[config.mk]
export PLATFORM = sky130hd
export DESIGN_NAME = sync_ram_ctrl
export DESIGN_NICKNAME = d
export VERILOG_FILES = /design/src/rtl/sync_ram_ctrl_pkg.sv /design/src/rtl/ram_rsp_fifo.sv /design/src/rtl/sync_ram_ctrl.sv
export SDC_FILE = /design/constraint.sdc
export NUM_CORES = 1
export LEC_CHECK = 0
export CORE_MARGIN = 3
export CORE_UTILIZATION = 49
export CTS_CLUSTER_DIAMETER = 200
export DETAILED_ROUTE_END_ITERATION = 16
export PLACE_DENSITY = 0.8
export SYNTH_ARGS = -nofsm -noshare
export SYNTH_HDL_FRONTEND = slang
export SYNTH_HIERARCHICAL = 1
export SYNTH_SLANG_ARGS = --single-unit
[constraint.sdc]
create_clock -name clk -period 2.6 [get_ports clk]
set_input_delay 0.39 -clock clk [delete_from_list [all_inputs] [get_ports clk]]
set_output_delay 0.39 -clock clk [all_outputs]
set_load 0.005 [all_outputs]
[src/rtl/sync_ram_ctrl_pkg.sv]
// Shared types and default widths for the sync_ram request controller.
package sync_ram_ctrl_pkg;

   typedef enum logic {
      ST_INIT = 1'b0,
      ST_RUN  = 1'b1
   } ctrl_state_e;

   localparam int unsigned DEF_ADDR_WIDTH = 4;
   localparam int unsigned DEF_DATA_WIDTH = 8;

endpackage

[src/rtl/ram_rsp_fifo.sv]
// Synchronous response FIFO holding read data until the consumer takes it.
// Head word is presented combinationally; a zero word is shown while empty.
module ram_rsp_fifo #(
   parameter  int unsigned DW    = 8,
   parameter  int unsigned DEPTH = 4,
   localparam int unsigned CW    = $clog2(DEPTH + 1)
) (
   input  logic          clk,
   input  logic          rst_n,
   input  logic          push_i,
   input  logic [DW-1:0] wdata_i,
   input  logic          pop_i,
   output logic [DW-1:0] rdata_o,
   output logic          full_o,
   output logic          empty_o,
   output logic [CW-1:0] count_o
);

   localparam int unsigned PW = $clog2(DEPTH);

   logic [DW-1:0] mem_q [DEPTH];
   logic [PW-1:0] wr_ptr_q, wr_ptr_d;
   logic [PW-1:0] rd_ptr_q, rd_ptr_d;
   logic [CW-1:0] count_q, count_d;
   logic          do_push, do_pop;

   assign empty_o = (count_q == '0);
   assign full_o  = (count_q == CW'(DEPTH));
   assign count_o = count_q;
   assign rdata_o = empty_o ? '0 : mem_q[rd_ptr_q];

   assign do_pop  = pop_i & ~empty_o;
   assign do_push = push_i & (~full_o | do_pop);

   // NOTE: every next-state variable gets its default first so no latch is inferred.
   always_comb begin
      wr_ptr_d = wr_ptr_q;
      rd_ptr_d = rd_ptr_q;
      count_d  = count_q;
      if (do_push) wr_ptr_d = (wr_ptr_q == PW'(DEPTH - 1)) ? '0 : wr_ptr_q + 1'b1;
      if (do_pop)  rd_ptr_d = (rd_ptr_q == PW'(DEPTH - 1)) ? '0 : rd_ptr_q + 1'b1;
      case ({do_push, do_pop})
         2'b10:   count_d = count_q + 1'b1;
         2'b01:   count_d = count_q - 1'b1;
         default: count_d = count_q;
      endcase
   end

   // NOTE: non-blocking assignments for all state so every flop samples pre-edge values.
   always_ff @(posedge clk or negedge rst_n) begin
      if (!rst_n) begin
         wr_ptr_q <= '0;
         rd_ptr_q <= '0;
         count_q  <= '0;
      end else begin
         wr_ptr_q <= wr_ptr_d;
         rd_ptr_q <= rd_ptr_d;
         count_q  <= count_d;
      end
   end

   // NOTE: storage is not reset; emptiness is tracked by count_q, which is.
   always_ff @(posedge clk) begin
      if (do_push) mem_q[wr_ptr_q] <= wdata_i;
   end

endmodule

[src/rtl/sync_ram_ctrl.sv]
// Request/response controller for a single-port sync_ram with 1-cycle read latency.
// Optional RAM_CTRL_INIT_EN: after reset, sweep every word to INIT_VALUE before accepting requests.
module sync_ram_ctrl
   import sync_ram_ctrl_pkg::*;
#(
   parameter int unsigned ADDR_WIDTH = DEF_ADDR_WIDTH,
   parameter int unsigned DATA_WIDTH = DEF_DATA_WIDTH,
   parameter int unsigned RSP_DEPTH  = 4
`ifdef RAM_CTRL_INIT_EN
   ,
   parameter logic [DATA_WIDTH-1:0] INIT_VALUE = '0
`endif
) (
   input  logic                  clk,
   input  logic                  rst_n,
   input  logic                  req_valid,
   output logic                  req_ready,
   input  logic                  req_we,
   input  logic [ADDR_WIDTH-1:0] req_addr,
   input  logic [DATA_WIDTH-1:0] req_wdata,
   output logic                  rsp_valid,
   input  logic                  rsp_ready,
   output logic [DATA_WIDTH-1:0] rsp_rdata,
   output logic                  ram_we,
   output logic [ADDR_WIDTH-1:0] ram_addr,
   output logic [DATA_WIDTH-1:0] ram_din,
   input  logic [DATA_WIDTH-1:0] ram_dout,
   output logic                  init_done
);

   localparam int unsigned CW = $clog2(RSP_DEPTH + 1);

   logic          run;
   logic          fire;
   logic          rd_pend_q, rd_pend_d;
   logic          fifo_full, fifo_empty;
   logic [CW-1:0] fifo_count;
   logic [CW:0]   credit_used;

   // A read in flight already owns a FIFO slot, so it counts against the credit.
   assign credit_used = {1'b0, fifo_count} + {{CW{1'b0}}, rd_pend_q};
   assign req_ready   = run & ~fifo_full & (credit_used < (CW+1)'(RSP_DEPTH));
   assign fire        = req_valid & req_ready;
   assign rd_pend_d   = fire & ~req_we;

   always_ff @(posedge clk or negedge rst_n) begin
      if (!rst_n) rd_pend_q <= 1'b0;
      else        rd_pend_q <= rd_pend_d;
   end

`ifdef RAM_CTRL_INIT_EN
   ctrl_state_e           state_q, state_d;
   logic [ADDR_WIDTH-1:0] init_addr_q, init_addr_d;

   always_ff @(posedge clk or negedge rst_n) begin
      if (!rst_n) begin
         state_q     <= ST_INIT;
         init_addr_q <= '0;
      end else begin
         state_q     <= state_d;
         init_addr_q <= init_addr_d;
      end
   end

   always_comb begin
      state_d     = state_q;
      init_addr_d = init_addr_q;
      ram_we      = fire & req_we;
      ram_addr    = req_addr;
      ram_din     = req_wdata;
      if (state_q == ST_INIT) begin
         ram_we      = 1'b1;
         ram_addr    = init_addr_q;
         ram_din     = INIT_VALUE;
         init_addr_d = init_addr_q + 1'b1;
         if (init_addr_q == {ADDR_WIDTH{1'b1}}) state_d = ST_RUN;
      end
   end

   assign run       = (state_q == ST_RUN);
   assign init_done = run;
`else
   logic run_q;

   // Keeps req_ready low while reset is held; RUN is entered on the first edge after release.
   always_ff @(posedge clk or negedge rst_n) begin
      if (!rst_n) run_q <= 1'b0;
      else        run_q <= 1'b1;
   end

   assign run       = run_q;
   assign init_done = 1'b1;
   assign ram_we    = fire & req_we;
   assign ram_addr  = req_addr;
   assign ram_din   = req_wdata;
`endif

   ram_rsp_fifo #(
      .DW    (DATA_WIDTH),
      .DEPTH (RSP_DEPTH)
   ) u_rsp_fifo (
      .clk     (clk),
      .rst_n   (rst_n),
      .push_i  (rd_pend_q),
      .wdata_i (ram_dout),
      .pop_i   (rsp_ready),
      .rdata_o (rsp_rdata),
      .full_o  (fifo_full),
      .empty_o (fifo_empty),
      .count_o (fifo_count)
   );

   assign rsp_valid = ~fifo_empty;

endmodule

Yosys cells after proc, flatten, opt, wreduce, memory -nomap -nowiden
Memories as Yosys holds them, arrays and structs flattened.
Index checks and enable logic that the tools add are counted.
W data, S select, Z words.
- bits in registers: 9
- bits in writable memories: 32
- bits of input ports: 25
- output and inout port bits: 24
- word-level logic and storage cells: 36
- memories kept: 1
- $add $sub $neg: 5
- magnitude comparators: 1
- equal/unequal tests: 5
- muxes and demuxes: 6
- bitwise logic cells: 11
- reduce and logical (&&, ||, !) cells: 2
- memory list (memory ; depth ; width ; read ports ; clocked after memory_dff ; write ports ; line ; source):
    u_rsp_fifo.mem_q ; 4 ; 8 ; 1 ; 0 ; 1 ; ram_rsp_fifo.sv:21 ; logic [DW-1:0] mem_q [DEPTH];
- operators with widths (cell ; number):
    $mux W8 ; 1
    $and A1 B1 Y1 ; 7
    $eq A2 B2 Y1 const B ; 3
    $pmux W3 S2 ; 1
    $add A2 B1 Y2 const B ; 2
    $add A3 B1 Y4 ; 1
    $lt A4 B3 Y1 const B ; 1
    $mux W2 ; 2
    $add A3 B1 Y3 const B ; 1
    $eq A3 B3 Y1 const B ; 1
    $logic_not A3 Y1 ; 1
    $not A1 Y1 ; 3
    $sub A3 B1 Y3 const B ; 1
    $eq A2 B1 Y1 const B ; 1
    $mux W1 ; 2
    $reduce_bool A2 Y1 ; 1
    $or A1 B1 Y1 ; 1

Logic depth before layout (Yosys ltp)
Gate-level depths: netlist of the first run.
- depth after elaboration: 7
- depth in mapped cells: 7
- depth with buffers taken out: 6

By module
Netlist of the first run, hierarchy kept.
- modules (own cells, without submodules) (module ; times used ; cells an instance ; area an instance (µm²) ; sequential area each (µm²)):
    ram_rsp_fifo ; 1 ; 104 ; 1750.4 ; 1136.1
    sync_ram_ctrl ; 1 ; 22 ; 210.2 ; 50.0

Worst setup path before layout of the first run
OpenSTA, ideal clock, no wires.
- path kind: register -> register
- start: register u_rsp_fifo.count_q[2] (netlist: u_rsp_fifo/count_o[2])
- end: register u_rsp_fifo.count_q[1] (netlist: u_rsp_fifo/count_o[1])
- library setup time: 0.087 ns
- data arrival time: 2.047 ns
- slack: 0.466 ns
- stages on the path, launching flop included: 8
- buffers on the path: 1
- cells stage by stage: dfrtp_1 nor3_1 clkbuf_1 or3b_2 fa_1 o21ba_2 o211ai_1 a22oi_1
- word-level cells in the longest chain between the ends: 7
- elaborated cells on any way between the ends: 11
- classes of those cells: eq/ne (3); mux (1); bitwise (5); reduce/logical (2)
- RTL lines (item ; line ; source):
    start: declaration ; ram_rsp_fifo.sv:24 ; logic [CW-1:0] count_q, count_d;
    start signal: assignment ; ram_rsp_fifo.sv:58 ; count_q <= count_d;
    $logic_not A3 Y1 * ; ram_rsp_fifo.sv:27 ; assign empty_o = (count_q == '0);
    net fifo_empty ; sync_ram_ctrl.sv:36 ; logic fifo_full, fifo_empty;
    $not A1 Y1 * ; ram_rsp_fifo.sv:32 ; assign do_pop = pop_i & ~empty_o;
    $and A1 B1 Y1 * ; ram_rsp_fifo.sv:32 ;
    $or A1 B1 Y1 ; ram_rsp_fifo.sv:33 ; assign do_push = push_i & (~full_o | do_pop);
    $and A1 B1 Y1 ; ram_rsp_fifo.sv:33 ;
    $eq A2 B1 Y1 / $eq A2 B2 Y1 (equally long branches) ; ram_rsp_fifo.sv:42 ; case ({do_push, do_pop})
    $pmux W3 S2 / $reduce_bool A2 Y1 (equally long branches) ; -- ;
Mark *: on every way through the listed nets, which the timed path passes. The rest lies on a longest branch.
A chain may end at the register's enable or synchronous reset.

Final worst setup path of the first run
- start: register u_rsp_fifo.rd_ptr_q[0]
- end: output rsp_rdata[1]
- word-level cells in the longest chain between the ends: 2
- RTL lines (item ; line ; source):
    start: declaration ; ram_rsp_fifo.sv:23 ; logic [PW-1:0] rd_ptr_q, rd_ptr_d;
    start signal: assignment ; ram_rsp_fifo.sv:57 ; rd_ptr_q <= rd_ptr_d;
    $mem_v2 Z4 W8 ; -- ;
    $mux W8 ; ram_rsp_fifo.sv:30 ; assign rdata_o = empty_o ? '0 : mem_q[rd_ptr_q];
    end: declaration ; sync_ram_ctrl.sv:23 ; output logic [DATA_WIDTH-1:0] rsp_rdata,
Every way passes these cells.

==> flow_summary_export.csv, run 1 <==
group,metric,value,unit
global_routing,grt_use_met1,0.168,
global_routing,grt_pass1_wl,5600,microns
clock_tree,cts_buffers,5,
detailed_routing,vias,1031,
yosys,synth_seq_cells,41,
place,place_inst,182,
outcome,outcome,"finished clean",
detailed_routing,drc,0,
critical_path,cp_cell_sequence,"mux4_2 > nor2b_1 > clkdlybuf4s50_1",
die,die_h,69.3,microns
sta,fin_crit,2390,ps
cells_and_area,fin_area,2250,sq um
sta,finalHoldViolCount,0,
critical_path,startpoint_type,"flop",
clock_tree,holdBufCountCts,0,
sta,clock_skew,4.29,ps
die,floorplan.initialDensity,0.520,
power,ir_drop,0.435,mV
yosys,async_flop_share,0.220,
flow_run,maxCapViolCount,0,
critical_path,worstSetupEndpointType,"primary output",
cells_and_area,antenna_cells,0,
cells_and_area,layout_common_cells,"edfxtp_1 (32), clkdlybuf4s50_1 (23), dfrtp_1 (8), mux4_2 (8), nor2b_1 (8)",
cells_and_area,instances_no_fill,189,
clock_tree,insertion_delay,280,ps
yosys,synth_simple_gate_area_frac,0.112,
sta,drv_slew,0,
die,io_pins,49,
sta,setup_tns,0,ps
detailed_routing,antenna_left,0,
yosys,synth_edf_count,32,
clock_tree,cts_tree,"built",
clock_tree,path_clk_slew,70,ps
critical_path,crit_required,2210,ps
critical_path,cp_max_fo,11,
clock_tree,h-tree-depth,2,
yosys,synth_flop_cell,"edfxtp_1",
yosys,syn_area,1960,sq um
cells_and_area,nNetsFinal,172,
yosys,synth_xor_area_frac,0.00893,
sta,rsz0062_at_grt,"false",
critical_path,crit_arrival,2000,ps
clock_tree,clock_sinks,41,
cells_and_area,multi_input_area,629,sq um
sta,whs,406,ps
yosys,yosysSeqAreaShare,0.605,
die,coreArea,3770,sq um
cells_and_area,seq_area,1190,sq um
yosys,synth-adder-area-share,0.0421,
place,place_congestion,0.802,
critical_path,cp_slowest_cell,"dfrtp_2",
die,dieArea,4800,sq um
yosys,ys_warn_count,6,
yosys,muxShareOfSynthArea,0.119,
place,dpl-instance-area,2140,sq um
global_routing,grt_remaining_overflow,0,
global_routing,grtUsageTotal,0.153,
detailed_routing,dr.pass1.iters,4,
clock_tree,clockBufferDepth,2,
power,cellLeakagePower,0.816,nW
yosys,ys_top_cells_by_area,"edfxtp_1 (49%), dfrtp_1 (11%), mux4_2 (9.2%), buf_4 (5.0%), ha_1 (3.2%)",
power,finalPower,0.00220,W
die,num_rows,22,
clock_tree,cts_root_buffer,"clkbuf_8",
global_routing,use_met3,0.0507,
cells_and_area,drive_gt1_frac,0.234,
detailed_routing,avgViaCountPerCell,5.46,
yosys,synthCells,126,
cells_and_area,mostFrequentLayoutCell,"edfxtp_1",
cells_and_area,area_growth,14.7,%
global_routing,grt_util_met2,0.261,
yosys,yosys.area.top_type_share,0.490,
sta,post-route-period-util,0.920,
detailed_routing,drt_iter0_markers,37,
global_routing,antenna_found_initial,0,
cells_and_area,fillers,290,
power,power.density,980,nW/um^2
yosys,synth.avg_cell_area,15.6,sq um
global_routing,grt.busiest_layer,"met2",
detailed_routing,wl_per_cell,17.0,microns
die,die_w,69.3,microns
sta,max_freq,0.418,GHz
place,placement.io_buffers,23,
yosys,synth_cell_types,36,
critical_path,crit_type,"reg -> out",
global_routing,grt_max_degree,13,
yosys,synth_compound_area_frac,0.0351,
sta,setup_viol,0,
yosys,synth_top_family_by_area,"multiplexers",
global_routing,first_global_vias,1168,
place,dpl.hpwl,2270,microns
detailed_routing,wirelength,3220,microns
hold_path,holdCritPathClass,"in -> async",
yosys,synth_top_cell_by_area,"edfxtp_1",
critical_path,slowest_delay,570,ps
## layer usage
layer | wire length (microns) | part of all wire
met5 | 0 | 0
met4 | 95 | 0.030
met3 | 137 | 0.043
met2 | 1770 | 0.55
met1 | 1210 | 0.38
## worst max-delay path, delay by kind of cell, from the launching register on
kind | cells | cell delay [ps]
buf+inv | 1 | 450
simple gates | 1 | 140
mux | 1 | 540
flops | 1 | 570
## worst paths after layout
| kind | start | end | slack [ps] | cells after the start |
|---|---|---|---|---|
| worst max-delay path | u_rsp_fifo/rd_ptr_q[0] | rsp_rdata[1] | 210 | 3 |
| worst min register to register | u_rsp_fifo/wr_ptr_q[1] | u_rsp_fifo/wr_ptr_q[1] | 590 | 1 |
| worst min-delay path | rst_n | u_rsp_fifo/wr_ptr_q[0] | 410 | 1 |
| min in group clk | u_rsp_fifo/wr_ptr_q[1] | u_rsp_fifo/wr_ptr_q[1] | 590 | 1 |
| max in group asynchronous | rst_n | u_rsp_fifo/rd_ptr_q[0] | 1870 | 1 |
| worst max register to register | u_rsp_fifo/count_o[2] | u_rsp_fifo/count_o[1] | 480 | 6 |
## what timing repair did
| action | in CTS | in global routing |
|---|---|---|
| buffers inserted | 0 | 0 |
| endpoints found under the hold margin | 0 | 0 |
| setup endpoints to repair | 6 | 0 |
| resized for setup | 1 | 0 |
## registers in the layout, summed over array words and instances, names as in the netlist
signal               flops
u_rsp_fifo/rd_ptr_q      2
u_rsp_fifo/mem_q        32
u_rsp_fifo/wr_ptr_q      2
u_rsp_fifo/count_o       3
rd_pend_q                1
run                      1
## cells by family (layout without fill, tap and decap cells)
logic type,Yosys count,after routing
simple gates,32,32
compound gates,8,8
buf+inv,24,38
xor+xnor,2,2
mux,12,12
fa+ha+maj,6,6
flops,41,41
other cells,1,2
## where the power goes
| part | switching (W) | internal [W] | leakage, nW |
|---|---|---|---|
| clock network | 0.000196 | 0.000279 | 0.0540 |
| logic | 0.000283 | 0.000510 | 0.364 |
| registers | 0.000148 | 0.000789 | 0.398 |
| total | 0.000627 | 0.00158 | 0.816 |
## cell type report
| class | instances | area share |
|---|---|---|
| repair buffers | 25 | 0.109 |
| clock buffers | 5 | 0.0306 |
| flip-flops and latches | 41 | 0.528 |
| multi-input cells | 62 | 0.280 |
| well taps | 48 | 0.0267 |
| inverters | 6 | 0.0100 |
| clock inverters | 2 | 0.0156 |
## per-stage QoR
stage,setup slack [ps],util
after CTS,178,0.596
after detailed placement,243,0.568
after global routing,91.1,0.596
after global placement,279,0.568
final,209,0.596
after floorplan,466,-
## synthesized netlist by cell type (all sizes together), types with 2 or more instances
master and number:
ha 5, buf 16, xor2 2, nor2b 8, nor2 5, clkbuf 2
and2 4, edfxtp 32, o211ai 2, nand2b 2, nor3 2, and3 2
inv 6, mux2 4, dfrtp 9, nand3 2, mux4 8, or3b 2
Note: power is estimated with default switching activity, not from simulation.
==> run 2: changes to the inputs <==
Settings changed: MAX_ROUTING_LAYER set to met4.
==> run 2 against run 1 <==
  * Combinational power barely moved
  * Design area did not move
  * Register-to-register slack hardly changed
  * Wire length rose by 1.1%
  * Highest routed layer unchanged
  * Via count up 0.78%
  * First-iteration DRC count increased by 19%
  * Die area stayed put
  * Core utilization did not move
  * Clock power hardly changed
  * Worst hold slack gained 2.6 ps
  * Global-route usage is 0.44 points higher
  * Maximum frequency hardly changed
==> flow_summary_export.csv, run 2 (synthesized netlist as in run 1, its figures left out) <==
group,metric,value,unit
critical_path,r2r_slack,470,ps
sta,setup_tns,0,ps
power,p_seq_frac,0.425,
detailed_routing,top_layer_used,"met4",
clock_tree,cts_buffers,5,
global_routing,antenna_found_initial,0,
sta,whs,409,ps
cells_and_area,nNetsFinal,172,
outcome,outcome,"finished clean",
sta,post-route-period-util,0.920,
detailed_routing,drc,0,
critical_path,cp_max_fo,11,
detailed_routing,avgViaCountPerCell,5.50,
power,cellLeakagePower,0.816,nW
cells_and_area,area_growth,14.7,%
die,coreArea,3770,sq um
critical_path,r2r_start,"rd_pend_q",
power,clkPwrFrac,0.215,
cells_and_area,antenna_cells,0,
cells_and_area,mostFrequentLayoutCell,"edfxtp_1",
cells_and_area,largest_reg_flops,32,
clock_tree,clockBufferDepth,2,
sta,fin_crit,2390,ps
power,p_comb_frac,0.360,
detailed_routing,vias,1039,
die,floorplan.initialDensity,0.520,
global_routing,grt_pass1_wl,5620,microns
critical_path,worstReg2RegEnd,"u_rsp_fifo/count_o[1]",
die,die_w,69.3,microns
global_routing,grt_remaining_overflow,0,
die,dieArea,4800,sq um
sta,finalHoldViolCount,0,
place,place_congestion,0.813,
clock_tree,clock_sinks,41,
cells_and_area,largest-register,"u_rsp_fifo/mem_q",
power,sw_frac_of_total,0.285,
cells_and_area,fillers,290,
detailed_routing,drt_iter0_markers,44,
critical_path,worstSetupEndpointType,"primary output",
critical_path,crit_type,"reg -> out",
die,die_h,69.3,microns
clock_tree,cts_root_buffer,"clkbuf_8",
power,p_switching,0.000630,W
cells_and_area,drive_gt1_frac,0.234,
detailed_routing,met2WireLength,1760,microns
detailed_routing,wl_met1,1260,microns
detailed_routing,dr_wl_met3,136,microns
cells_and_area,layout_common_cells,"edfxtp_1 (32), clkdlybuf4s50_1 (23), dfrtp_1 (8), mux4_2 (8), nor2b_1 (8)",
global_routing,first_global_vias,1174,
sta,setup_viol,0,
sta,max_freq,0.418,GHz
clock_tree,h-tree-depth,2,
power,power.density,982,nW/um^2
sta,drv_slew,0,
critical_path,rr_worst_depth,5,
clock_tree,cts_tree,"built",
flow_run,maxCapViolCount,0,
detailed_routing,antenna_left,0,
die,num_rows,22,
die,io_pins,49,
detailed_routing,wirelength,3260,microns
critical_path,crit_required,2210,ps
detailed_routing,dr.pass1.iters,4,
place,dpl.hpwl,2270,microns
detailed_routing,wl_per_cell,17.2,microns
cells_and_area,post-route-util,0.596,
global_routing,grtUsageTotal,0.158,
place,placement.io_buffers,23,
sta,rsz0062_at_grt,"false",
power,p_int,0.00158,W
clock_tree,path_clk_slew,70,ps
hold_path,holdCritPathClass,"in -> async",
sta,clock_skew,4.73,ps
clock_tree,insertion_delay,280,ps
global_routing,grt_max_degree,13,
critical_path,startpoint_type,"flop",
power,finalPower,0.00221,W
power,ir_drop,0.436,mV
critical_path,crit_arrival,2000,ps
run 2: cell counts in the layout (fill, tap and decap cells not counted):
No cell type changed its count.
run 2: what timing repair did:
action | 4_1_cts | 5_1_grt
buffers inserted | 0 | 0
gates resized for setup | 1 | 0
endpoints found under the setup margin | 6 | 0
hold buffers | 0 | 0
hold endpoints to repair | 0 | 0
run 2: how the worst max path moves through the flow:
| stage | start | end | slack [ps] | cells after the start |
|---|---|---|---|---|
| 6_report | u_rsp_fifo/rd_ptr_q[0] | rsp_rdata[1] | 210 | 3 |
| 3_5_place_dp | rsp_ready | u_rsp_fifo/count_o[1] | 240 | 6 |
| 3_3_place_gp | rsp_ready | u_rsp_fifo/count_o[1] | 280 | 6 |
| 2_1_floorplan | u_rsp_fifo/count_o[2] | u_rsp_fifo/count_o[1] | 470 | 7 |
| 5_1_grt | u_rsp_fifo/rd_ptr_q[0] | rsp_rdata[0] | 90 | 3 |
| 4_1_cts | u_rsp_fifo/rd_ptr_q[0] | rsp_rdata[1] | 180 | 3 |
run 2: final cells by class:
class / instances / area, sq um / area share
Clock buffer: 5 / 68.8 / 0.0306
Clock inverter: 2 / 35.0 / 0.0156
Sequential cell: 41 / 1190 / 0.528
Multi-Input combinational cell: 62 / 629 / 0.280
Timing Repair Buffer: 25 / 245 / 0.109
Tap cell: 48 / 60.1 / 0.0267
Inverter: 6 / 22.5 / 0.0100
run 2: worst max-delay path, cell delays in order (launching register included):
cell,delay (ps)
dfrtp_2,570
mux4_2,540
nor2b_1,140
clkdlybuf4s50_1,450
run 2: power groups by stage:
stage | Combinational, W | Clock [W] | Sequential [W]
floorplan | 0.000560 | 0 | 0.000856
global placement | 0.000755 | 0 | 0.000943
detailed placement | 0.000798 | 0 | 0.000951
CTS | 0.000804 | 0.000490 | 0.000940
global route | 0.000875 | 0.000518 | 0.000964
finish | 0.000795 | 0.000474 | 0.000938
run 2: metrics by stage:
stage,setup slack (ps),std cells,instance area (sq um)
finish,207,189,2250
global route,91.1,189,2250
CTS,178,189,2250
detailed placement,243,182,2140
global placement,279,182,2140
floorplan,466,127,1960
run 2: per-layer routing:
| layer | global-route usage | up-vias |
|---|---|---|
| li1 | - | 472 |
| met1 | 0.167 | 530 |
| met2 | 0.263 | 21 |
| met3 | 0.0493 | 16 |
| met4 | 0.0846 | 0 |
| met5 | - | - |
==> run 3: changes to the inputs <==
Settings changed: SKIP_CTS_REPAIR_TIMING set to 1.
Clock period 2.6 ns to 2.4 ns, I/O delays scaled along.
==> run 3 against run 2 <==
  * Cell count increased by 2.1%
  * Sequential power is 8% higher
  * Core utilization grew 1.3 points
  * Sequential share of layout area fell by 0.82 points
  * Register-to-register slack got worse by 160 ps
  * Clock power is 21% higher
  * Clock skew about the same
  * Global-route usage is 0.51 points lower
  * Die area unchanged
  * Non-clock buffer count increased by 3
  * Combinational power increased by 12%
  * Critical path type unchanged
  * Highest routed layer unchanged
==> flow_summary_export.csv, run 3 (synthesized netlist as in run 1, its figures left out) <==
group,metric,value,unit
critical_path,r2r_start,"u_rsp_fifo/count_o[2]",
detailed_routing,wl_per_cell,16.9,microns
power,p_comb_frac,0.360,
cells_and_area,drive_gt1_frac,0.276,
detailed_routing,dr.pass1.iters,4,
sta,clock_skew,4.38,ps
clock_tree,insertion_delay,290,ps
die,num_rows,22,
flow_run,maxCapViolCount,0,
sta,finalHoldViolCount,0,
global_routing,grt_pass1_wl,5410,microns
sta,max_freq,0.429,GHz
critical_path,worstSetupEndpointType,"primary output",
sta,post-route-period-util,0.970,
die,die_w,69.3,microns
critical_path,rr_worst_depth,7,
critical_path,crit_type,"reg -> out",
hold_path,holdCritPathClass,"in -> async",
clock_tree,cts_buffers,5,
die,floorplan.initialDensity,0.520,
die,io_pins,49,
cells_and_area,largest_reg_flops,32,
critical_path,worstReg2RegEnd,"u_rsp_fifo/count_o[1]",
power,sw_frac_of_total,0.285,
clock_tree,h-tree-depth,2,
critical_path,r2r_slack,310,ps
global_routing,first_global_vias,1115,
critical_path,crit_required,2040,ps
sta,fin_crit,2330,ps
detailed_routing,antenna_left,0,
clock_tree,cts_root_buffer,"clkbuf_8",
detailed_routing,avgViaCountPerCell,5.48,
critical_path,crit_end,"rsp_rdata[1]",
sta,drv_slew,0,
global_routing,grt_max_degree,14,
power,cellLeakagePower,0.844,nW
critical_path,slowest_delay,550,ps
critical_path,cp_cell_sequence,"mux4_2 > nor2b_1 > clkdlybuf4s50_1",
cells_and_area,mostFrequentLayoutCell,"edfxtp_1",
critical_path,startpoint_type,"flop",
cells_and_area,nNetsFinal,175,
global_routing,antenna_found_initial,0,
sta,setup_tns,0,ps
cells_and_area,largest-register,"u_rsp_fifo/mem_q",
power,power.density,1080,nW/um^2
detailed_routing,wirelength,3260,microns
cells_and_area,post-route-util,0.609,
sta,fin_ws,70.9,ps
clock_tree,cts_tree,"built",
clock_tree,clock_sinks,41,
critical_path,cp_max_fo,11,
cells_and_area,layout_common_cells,"edfxtp_1 (32), clkdlybuf4s50_1 (22), mux4_2 (8), nor2b_1 (8)",
power,clkPwrFrac,0.232,
die,die_h,69.3,microns
critical_path,critical_path.startpoint,"u_rsp_fifo/rd_ptr_q[0]",
place,placement.io_buffers,23,
power,ir_drop,0.502,mV
clock_tree,clockBufferDepth,2,
sta,whs,374,ps
detailed_routing,drc,0,
clock_tree,path_clk_slew,80,ps
power,p_switching,0.000705,W
detailed_routing,drt_iter0_markers,21,
cells_and_area,area_growth,17.1,%
place,dpl_worst_slack,67.5,ps
critical_path,crit_arrival,1970,ps
outcome,outcome,"finished clean",
die,coreArea,3770,sq um
place,dpl.hpwl,2220,microns
global_routing,grtUsageTotal,0.153,
sta,rsz0062_at_grt,"false",
die,dieArea,4800,sq um
global_routing,grt_remaining_overflow,0,
critical_path,cp_slowest_cell,"dfrtp_4",
cells_and_area,antenna_cells,0,
sta,setup_viol,0,
power,p_int,0.00177,W
power,p_seq_frac,0.408,
detailed_routing,vias,1057,
place,place_congestion,0.812,
## run 3: per-layer routing
metal  vias to the layer above  track usage  wire, microns
met5                         -            -              0
met4                         0       0.0586             46
met3                        10       0.0565            154
met2                        29        0.245           1700
met1                       539        0.175           1350
li1                        479            -              -
## run 3: cell type report
type	instances	area, sq um
clock inverter	2	37.5
tap	48	60.1
multi-input combinational	62	629
inverter	6	22.5
timing repair buffer	28	270
fill	279	1480
sequential	41	1190
clock buffer	6	82.6
## run 3: power by group through the flow
stage	Combinational, W	Sequential, W	Clock [W]
2_1_floorplan	0.000606	0.000927	0
3_3_place_gp	0.000826	0.00102	0
3_5_place_dp	0.000874	0.00102	0
4_1_cts	0.000877	0.00101	0.000583
5_1_grt	0.000983	0.00103	0.000617
6_report	0.000892	0.00101	0.000574
## run 3: through the flow
step	cell area, sq um	cells	total power (W)
global placement	2150	183	0.00184
finish	2300	193	0.00247
detailed placement	2150	183	0.00190
floorplan	1960	127	0.00153
global route	2300	193	0.00263
CTS	2270	191	0.00247
## run 3: how the worst min path moves through the flow
| stage | startpoint | to | slack, ps | cells past startpoint |
|---|---|---|---|---|
| 2_1_floorplan | rst_n | rd_pend_q | 60 | 0 |
| 3_3_place_gp | u_rsp_fifo/wr_ptr_q[1] | u_rsp_fifo/wr_ptr_q[1] | 550 | 1 |
| 3_5_place_dp | u_rsp_fifo/wr_ptr_q[1] | u_rsp_fifo/wr_ptr_q[1] | 580 | 1 |
| 4_1_cts | rst_n | u_rsp_fifo/rd_ptr_q[1] | 380 | 1 |
| 5_1_grt | rst_n | u_rsp_fifo/rd_ptr_q[1] | 380 | 1 |
| 6_report | rst_n | u_rsp_fifo/count_o[1] | 370 | 1 |
## run 3: worst max-delay path: cells and delay by family (launching register included)
| family | cells | cell delay, ps |
|---|---|---|
| AND/OR/NAND/NOR | 1 | 150 |
| multiplexers | 1 | 520 |
| buffers and inverters | 1 | 450 |
| flip-flops | 1 | 550 |
